[src/rtl/contador_salidas_if.sv]
// ---------------------------------------------------------------------------
// contador_salidas_if
//   Groups the FIFO-side and readback-side signals of contador_salidas.
//
//   FIFO side : fifo4..7_empty / fifo4..7_out (head word) from the FIFOs,
//               pop4..7 strobes back to them.
//   Readback  : req / idx from the reader, data / valid back to it.
//
//   modport slave  : the counter block (consumes FIFO flags, drives pops).
//   modport master : whoever owns the FIFOs and issues readback requests.
// ---------------------------------------------------------------------------
interface contador_salidas_if #(
    parameter int CNT_W  = 5,
    parameter int DATA_W = 10
);
    logic              fifo4_empty;
    logic              fifo5_empty;
    logic              fifo6_empty;
    logic              fifo7_empty;
    logic [DATA_W-1:0] fifo4_out;
    logic [DATA_W-1:0] fifo5_out;
    logic [DATA_W-1:0] fifo6_out;
    logic [DATA_W-1:0] fifo7_out;
    logic              pop4;
    logic              pop5;
    logic              pop6;
    logic              pop7;
    logic              req;
    logic [1:0]        idx;
    logic [CNT_W-1:0]  data;
    logic              valid;

    modport slave (
        input  fifo4_empty, fifo5_empty, fifo6_empty, fifo7_empty,
        input  fifo4_out, fifo5_out, fifo6_out, fifo7_out,
        input  req, idx,
        output pop4, pop5, pop6, pop7,
        output data, valid
    );

    modport master (
        output fifo4_empty, fifo5_empty, fifo6_empty, fifo7_empty,
        output fifo4_out, fifo5_out, fifo6_out, fifo7_out,
        output req, idx,
        input  pop4, pop5, pop6, pop7,
        input  data, valid
    );
endinterface

[src/rtl/contador_salidas.sv]
// ---------------------------------------------------------------------------
// contador_salidas
//   Drains the four output FIFOs (FIFO4..FIFO7) with a round-robin pop
//   scheduler, counts delivered words per port (saturating), and after the
//   run exposes the counts through a req/valid readback.
//
//   Ports:
//     clk      : single clock, rising edge
//     reset    : synchronous, active-high; returns to INIT from any state
//     enable   : starts a run from IDLE
//     idle     : upstream finished; drain and go to DONE
//     bus      : contador_salidas_if.slave (FIFO flags/words, pops, readback)
//     err_cnt  : destination-mismatch count (0 unless CONTADOR_CHECK_EN)
//     done     : high while in DONE (one cycle after the state enters DONE)
//
//   Optional feature: define CONTADOR_CHECK_EN to compare bits [DATA_W-1 -: 2]
//   of every sampled word against the port index and count mismatches.
// ---------------------------------------------------------------------------
module contador_salidas #(
    parameter int CNT_W  = 5,
    parameter int DATA_W = 10
) (
    input  logic                  clk,
    input  logic                  reset,
    input  logic                  enable,
    input  logic                  idle,
    contador_salidas_if.slave     bus,
    output logic [CNT_W-1:0]      err_cnt,
    output logic                  done
);

    localparam logic [1:0] ST_INIT   = 2'd0;
    localparam logic [1:0] ST_IDLE   = 2'd1;
    localparam logic [1:0] ST_ACTIVE = 2'd2;
    localparam logic [1:0] ST_DONE   = 2'd3;

    localparam logic [CNT_W-1:0] CNT_MAX = '1;

    logic [1:0]       state_q, state_d;
    logic [1:0]       rr_q, rr_d;
    logic [3:0]       pop_q, pop_d;
    logic [CNT_W-1:0] data_q;
    logic             valid_q;
    logic             done_q;

    logic [3:0]       empty_w;
    logic [3:0]       cand_w;
    logic [CNT_W-1:0] cnt_all [4];
    logic             sel_found;
    logic [1:0]       sel_idx;
    logic [1:0]       cand_idx;
    logic             rd_fire;
    logic             clear_cnt;

    assign empty_w = {bus.fifo7_empty, bus.fifo6_empty, bus.fifo5_empty, bus.fifo4_empty};

    // A port whose pop is currently on the wire still shows the word being
    // removed in its empty flag, so it is not eligible this cycle.
    assign cand_w = ~empty_w & ~pop_q;

    // Counters are only live during ACTIVE/DONE; INIT and IDLE hold them at 0.
    assign clear_cnt = (state_q == ST_INIT) || (state_q == ST_IDLE);

    // Round-robin pick: first eligible port starting at rr_q.
    always_comb begin
        sel_found = 1'b0;
        sel_idx   = rr_q;
        cand_idx  = rr_q;
        for (int k = 0; k < 4; k++) begin
            cand_idx = rr_q + k[1:0];
            if (!sel_found && cand_w[cand_idx]) begin
                sel_found = 1'b1;
                sel_idx   = cand_idx;
            end
        end
    end

    always_comb begin
        state_d = state_q;
        rr_d    = rr_q;
        pop_d   = 4'b0000;
        case (state_q)
            ST_INIT: begin
                state_d = ST_IDLE;
            end
            ST_IDLE: begin
                if (enable) begin
                    state_d = ST_ACTIVE;
                end
            end
            ST_ACTIVE: begin
                // Drain is complete only when nothing is queued and the last
                // popped word has already been sampled.
                if (idle && (&empty_w) && (pop_q == 4'b0000)) begin
                    state_d = ST_DONE;
                end else if (sel_found) begin
                    pop_d[sel_idx] = 1'b1;
                    rr_d           = sel_idx + 2'd1;
                end
            end
            default: begin
                state_d = ST_DONE;
            end
        endcase
    end

    assign rd_fire = bus.req && (state_q == ST_DONE);

    always_ff @(posedge clk) begin
        if (reset) begin
            state_q <= ST_INIT;
            rr_q    <= 2'd0;
            pop_q   <= 4'b0000;
            data_q  <= '0;
            valid_q <= 1'b0;
            done_q  <= 1'b0;
        end else begin
            state_q <= state_d;
            rr_q    <= rr_d;
            pop_q   <= pop_d;
            done_q  <= (state_q == ST_DONE);
            valid_q <= rd_fire;
            if (rd_fire) begin
                data_q <= cnt_all[bus.idx];
            end
        end
    end

    // Per-port word counters: the word of a pop on the wire is taken at the
    // same edge that retires the pop in the FIFO.
    genvar gi;
    generate
        for (gi = 0; gi < 4; gi++) begin : g_cnt
            logic [CNT_W-1:0] cnt_q;
            always_ff @(posedge clk) begin
                if (reset || clear_cnt) begin
                    cnt_q <= '0;
                end else if (pop_q[gi] && (cnt_q != CNT_MAX)) begin
                    cnt_q <= cnt_q + 1'b1;
                end
            end
            assign cnt_all[gi] = cnt_q;
        end
    endgenerate

`ifdef CONTADOR_CHECK_EN
    logic [DATA_W-1:0] out_w [4];
    logic [3:0]        mis_w;
    logic [CNT_W-1:0]  err_q;

    assign out_w[0] = bus.fifo4_out;
    assign out_w[1] = bus.fifo5_out;
    assign out_w[2] = bus.fifo6_out;
    assign out_w[3] = bus.fifo7_out;

    generate
        for (gi = 0; gi < 4; gi++) begin : g_chk
            assign mis_w[gi] = pop_q[gi] && (out_w[gi][DATA_W-1 -: 2] != 2'(gi));
        end
    endgenerate

    // At most one pop per cycle, so at most one mismatch per edge.
    always_ff @(posedge clk) begin
        if (reset || clear_cnt) begin
            err_q <= '0;
        end else if ((|mis_w) && (err_q != CNT_MAX)) begin
            err_q <= err_q + 1'b1;
        end
    end

    assign err_cnt = err_q;
`else
    assign err_cnt = '0;
`endif

    assign bus.pop4  = pop_q[0];
    assign bus.pop5  = pop_q[1];
    assign bus.pop6  = pop_q[2];
    assign bus.pop7  = pop_q[3];
    assign bus.data  = data_q;
    assign bus.valid = valid_q;
    assign done      = done_q;

endmodule

[src/flat_wrapper.sv]
// flat-port wrapper written by rule: the top's interface ports become plain ports
module contador_salidas_flat 
#(
    parameter int CNT_W  = 5,
    parameter int DATA_W = 10
)
  (clk, reset, enable, idle, err_cnt, done, bus_fifo4_empty, bus_fifo5_empty, bus_fifo6_empty, bus_fifo7_empty, bus_fifo4_out, bus_fifo5_out, bus_fifo6_out, bus_fifo7_out, bus_req, bus_idx, bus_pop4, bus_pop5, bus_pop6, bus_pop7, bus_data, bus_valid);
  contador_salidas_if #(.CNT_W(CNT_W), .DATA_W(DATA_W)) bus_i ();
  input  logic clk;
  input  logic reset;
  input  logic enable;
  input  logic idle;
  output logic [CNT_W-1:0] err_cnt;
  output logic done;
  input wire logic [$bits(bus_i.fifo4_empty)-1:0] bus_fifo4_empty;
  input wire logic [$bits(bus_i.fifo5_empty)-1:0] bus_fifo5_empty;
  input wire logic [$bits(bus_i.fifo6_empty)-1:0] bus_fifo6_empty;
  input wire logic [$bits(bus_i.fifo7_empty)-1:0] bus_fifo7_empty;
  input wire logic [$bits(bus_i.fifo4_out)-1:0] bus_fifo4_out;
  input wire logic [$bits(bus_i.fifo5_out)-1:0] bus_fifo5_out;
  input wire logic [$bits(bus_i.fifo6_out)-1:0] bus_fifo6_out;
  input wire logic [$bits(bus_i.fifo7_out)-1:0] bus_fifo7_out;
  input wire logic [$bits(bus_i.req)-1:0] bus_req;
  input wire logic [$bits(bus_i.idx)-1:0] bus_idx;
  output wire logic [$bits(bus_i.pop4)-1:0] bus_pop4;
  output wire logic [$bits(bus_i.pop5)-1:0] bus_pop5;
  output wire logic [$bits(bus_i.pop6)-1:0] bus_pop6;
  output wire logic [$bits(bus_i.pop7)-1:0] bus_pop7;
  output wire logic [$bits(bus_i.data)-1:0] bus_data;
  output wire logic [$bits(bus_i.valid)-1:0] bus_valid;
  assign bus_i.fifo4_empty = bus_fifo4_empty;
  assign bus_i.fifo5_empty = bus_fifo5_empty;
  assign bus_i.fifo6_empty = bus_fifo6_empty;
  assign bus_i.fifo7_empty = bus_fifo7_empty;
  assign bus_i.fifo4_out = bus_fifo4_out;
  assign bus_i.fifo5_out = bus_fifo5_out;
  assign bus_i.fifo6_out = bus_fifo6_out;
  assign bus_i.fifo7_out = bus_fifo7_out;
  assign bus_i.req = bus_req;
  assign bus_i.idx = bus_idx;
  assign bus_pop4 = bus_i.pop4;
  assign bus_pop5 = bus_i.pop5;
  assign bus_pop6 = bus_i.pop6;
  assign bus_pop7 = bus_i.pop7;
  assign bus_data = bus_i.data;
  assign bus_valid = bus_i.valid;
  contador_salidas #(.CNT_W(CNT_W), .DATA_W(DATA_W)) u_core (.clk(clk), .reset(reset), .enable(enable), .idle(idle), .bus(bus_i), .err_cnt(err_cnt), .done(done));
endmodule
[config.mk]
export PLATFORM = sky130hd
export DESIGN_NAME = contador_salidas_flat
export DESIGN_NICKNAME = d
export VERILOG_FILES = /design/src/rtl/contador_salidas_if.sv /design/src/rtl/contador_salidas.sv /design/src/flat_wrapper.sv
export SDC_FILE = /design/constraint.sdc
export NUM_CORES = 1
export LEC_CHECK = 0
export CAP_MARGIN = 20
export CORE_MARGIN = 3
export CORE_UTILIZATION = 39
export CTS_BUF_LIST = sky130_fd_sc_hd__clkbuf_8 sky130_fd_sc_hd__clkbuf_16
export DETAILED_ROUTE_END_ITERATION = 7
export PLACE_DENSITY = 0.74
export SETUP_SLACK_MARGIN = 0.4
export SLEW_MARGIN = 15
export SYNTH_ARGS = -nofsm -noshare
export SYNTH_HDL_FRONTEND = slang
export SYNTH_SLANG_ARGS = --single-unit
[constraint.sdc]
create_clock -name clk -period 1.5 [get_ports clk]
set_clock_uncertainty 0.15 [all_clocks]
set_input_delay 0.3 -clock clk [delete_from_list [all_inputs] [get_ports clk]]
set_output_delay 0.3 -clock clk [all_outputs]
set_load 0.005 [all_outputs]
==> impl_results.md, run 1 <==
- Status: complete, but fails checks
- Failing checks: setup timing
- H-tree levels: 2
- Setup slack, reg-to-reg: -0.17 ns
- Antenna diode count: 0
- HP Start: u_core.bus.data[2]
- Post-route ant nets: 0
- Drt first pass iters: 6
- Req. time, crit path: 1.53 ns
- TritonCTS clock tree: built
- Via/cell ratio: 5.15
- TritonCTS Sinks: 35
- Min Hold Slack: 0.319 ns
- Critical Path End Type: flop
- First-pass GRT wire length: 7.33 mm
- Bufs on Longest Clock Path: 2
- Top-level I/O count: 67
- Max VDD drop: roughly 0.43 mV
- Core area: about 4000 um^2
- Initial Util: 41.6%
- Clk slew on worst S/H paths: ~0.080 ns
- Synth Cell Area: 1710 um^2
- Fraction of layout cells with a size suffix above 1: 65.8%
- Top cell type's share of synthesized area: around two fifths
- P_leak: 1.19 nW
- Kind of critical path: flop to flop
- Vias in the first global route: 1563
- Maximum fanout along the worst path: 3
- Kind of launch point of the worst setup path: flop
- Worst Reg-to-Reg Cells: 8
- Routed length per instance: 15.3 um
- Worst path arrival time: 1.70 ns
- Net total in the final layout: between 300 and 400
- Finish-stage setup viols: 27
- Synthesized flop and latch total: 35
- Top cells by area, synth: dfxtp_1, ha_1, mux4_2
- Tot Pwr: between 1.5 and 2 mW
- Largest net degree at the start of global routing: 21
- MaxCap Viol Count: 0
- DR DRC count: 0
- Gate Count Post-Synth: 177
- Synth warn: 0
- Yosys top cell by area: dfxtp_1
- Num CTS Buffers: 5
- Worst Hold Depth: 2
- DRT iter0 DRCs: 91
- Port Buffers: 21
- Worst Setup Slack, final: -0.173 ns
- Gp weighted congestion: 0.805
- Die Span X: approximately 72 um
- HPWL Detailed: 2.98 mm
- Row count: 23
- Area delta synth->final: 74.6%
- GRT Util Overall: 18.1%
- FF-to-FF Start: u_core.g_cnt[3].cnt_q[1]
- CTS Hold Buffers Added: 0
- Seq/Total Area, Yosys: 40.9%
- R2r endpoint: u_core.g_cnt[3].cnt_q[3]
- Average cell area after synthesis: 9.67 um^2
- Antenna violations before repair: 0
- Worst slack, placed: -0.655 ns
- RSZ-0062 raised after global routing: yes
- Post-route minimum period: 1.67 ns
- Setup TNS: -2.19 ns
- Power density over cell area: 637 nW/um^2
- Clock Latency Late Sink: 0.29 ns
- Min-delay worst type: flop to flop
- Vias: 1612
- Total gr overflow: 0
- Min-Delay Endpoint: u_core.bus.data[2]
- Max Slew Vio Count: 0
- CTS Root Cell: clkbuf_8
- Final Util: 72.6%
- Final worst-path cycle share: 112%
- Die area: 5220 um^2
- WL final: 4.78 mm
- Yosys cell types: 40
- Hold Vio Cnt, Final: 0
- FMAX: between 500 and 600 MHz
- Die height: 72.3 um
==> per-stage QoR <==
stage | instance area, um^2 | instances
4_1_cts | 2760 | 301
3_3_place_gp | 2400 | 281
5_1_grt | 2990 | 313
2_1_floorplan | 1900 | 181
6_report | 2990 | 313
3_5_place_dp | 2400 | 281
==> worst max-delay path, stage by stage (launching register included) <==
cell and delay, ns:
dfxtp_4 0.36, ha_4 0.15, and3_4 0.15, ha_4 0.14
nor2b_1 0.12, buf_4 0.15, nand4_1 0.09, xor2_1 0.19
nor2_1 0.07
==> state kept, by name, summed over array words and instances (netlist names) <==
name	count
u_core.bus.data	5
u_core.rr_q	2
u_core.state_q	2
u_core.g_cnt.cnt_q	20
u_core.done	1
u_core.bus.valid	1
u_core.pop_q	4
==> worst max-delay path by stage <==
stage | from | to | slack (ns) | cells after the start
4_1_cts | u_core.pop_q[0] | u_core.rr_q[1] | -0.14 | 7
5_1_grt | u_core.pop_q[0] | u_core.rr_q[1] | -0.26 | 7
2_1_floorplan | u_core.pop_q[1] | u_core.rr_q[1] | -0.11 | 6
3_5_place_dp | bus_fifo6_empty | u_core.rr_q[1] | -0.66 | 7
3_3_place_gp | bus_fifo5_empty | u_core.rr_q[1] | -0.59 | 7
6_report | u_core.g_cnt[3].cnt_q[1] | u_core.g_cnt[3].cnt_q[3] | -0.17 | 8
==> logic make-up after synthesis <==
group	count (synthesis)	share of synthesized area, %
other	1	0.219
and+or+nand+nor	70	20.2
AOI/OAI and AO/OA	20	9.50
xor gates and xnor gates	12	6.14
adders and majority gates	9	6.58
buffers and inverters	17	5.19
muxes	13	11.3
DFF	35	40.9
==> cell type report <==
type                    count  area, um^2
clock buffers               5        68.8
clock inverters             3        18.8
fillers                   272        1130
inverters                   4        15.0
multi-input cells         129        1240
flip-flops and latches     35         756
well taps                  50        62.6
repair buffers             87         830
==> cell usage after synthesis <==
library cell  number
o21ai_0            1
nor2b_1            4
a21boi_0           1
or3_1              1
dfxtp_1           35
and4b_1            1
xnor2_1            4
o22a_1             1
mux2i_1            8
nand3_1            2
or2_1              1
nand2_1           14
and3_1             5
o31ai_2            1
nor2_2             1
xor2_1             8
and2_1             1
o32ai_1            2
and4bb_2           1
nand4_1            5
mux4_2             5
a311oi_1           1
o22ai_2            2
inv_2              1
nor3_2             1
buf_2              4
a211oi_2           2
nor3b_1            2
buf_4              5
inv_1              3
nand2b_1           2
conb_1             1
a21oi_1            7
nor3_1             1
o311a_1            1
a211oi_1           1
clkbuf_2           1
ha_1               9
clkbuf_1           3
nor2_1            28
==> metal layers <==
layer  GRT usage [%]  share of wire (%)  routed length (um)  vias up
met4            8.14                2.4                 114        0
li1                -                  -                   -      783
met5               0                  0                   0        -
met2            30.0                 51                2440       31
met1            22.6                 43                2040      790
met3            3.88                3.8                 183        8
==> power by group <==
part / internal, mW / total, mW / leakage [nW] / switching (mW)
sequential: 0.929 / 0.943 / 0.300 / 0.0133
combinational: 0.148 / 0.278 / 0.844 / 0.130
clock: 0.324 / 0.683 / 0.0445 / 0.358
==> cells in the final DEF, fill, tap and decap left out, types with 4 or more instances in the layout <==
master         Yosys  routed
xor2_1             8       8
and3_4             0       4
dfxtp_2            0      23
dfxtp_4            0       7
mux2i_1            8       8
conb_1             1       5
clkbuf_8           0       5
nand2_2            0       7
ha_4               0       9
dfxtp_1           35       5
xnor2_2            0       4
a21oi_2            0       5
dlygate4sd2_1      0       7
nand4_1            5       5
buf_6              0      38
nor2_1            28      27
mux4_2             5       5
nand2_1           14       7
buf_4              5      34
==> repair_timing <==
| item | 4_1_cts | 5_1_grt |
|---|---|---|
| pin swaps | 24 | 22 |
| buffers inserted | 12 | 12 |
| endpoints found under the setup margin | 44 | 43 |
| resized for setup | 111 | 36 |
Power figures use the tool's default switching activity.
==> inputs of run 2 (changes only) <==
--- a/config.mk
+++ b/config.mk
@@ -10,6 +10,7 @@
 export CORE_UTILIZATION = 39
 export CTS_BUF_LIST = sky130_fd_sc_hd__clkbuf_8 sky130_fd_sc_hd__clkbuf_16
 export DETAILED_ROUTE_END_ITERATION = 7
+export GPL_TIMING_DRIVEN = 1
 export PLACE_DENSITY = 0.74
 export SETUP_SLACK_MARGIN = 0.4
 export SLEW_MARGIN = 15
==> results of run 2 <==
The final DEF is identical to that of run 1; final timing and power are the same.
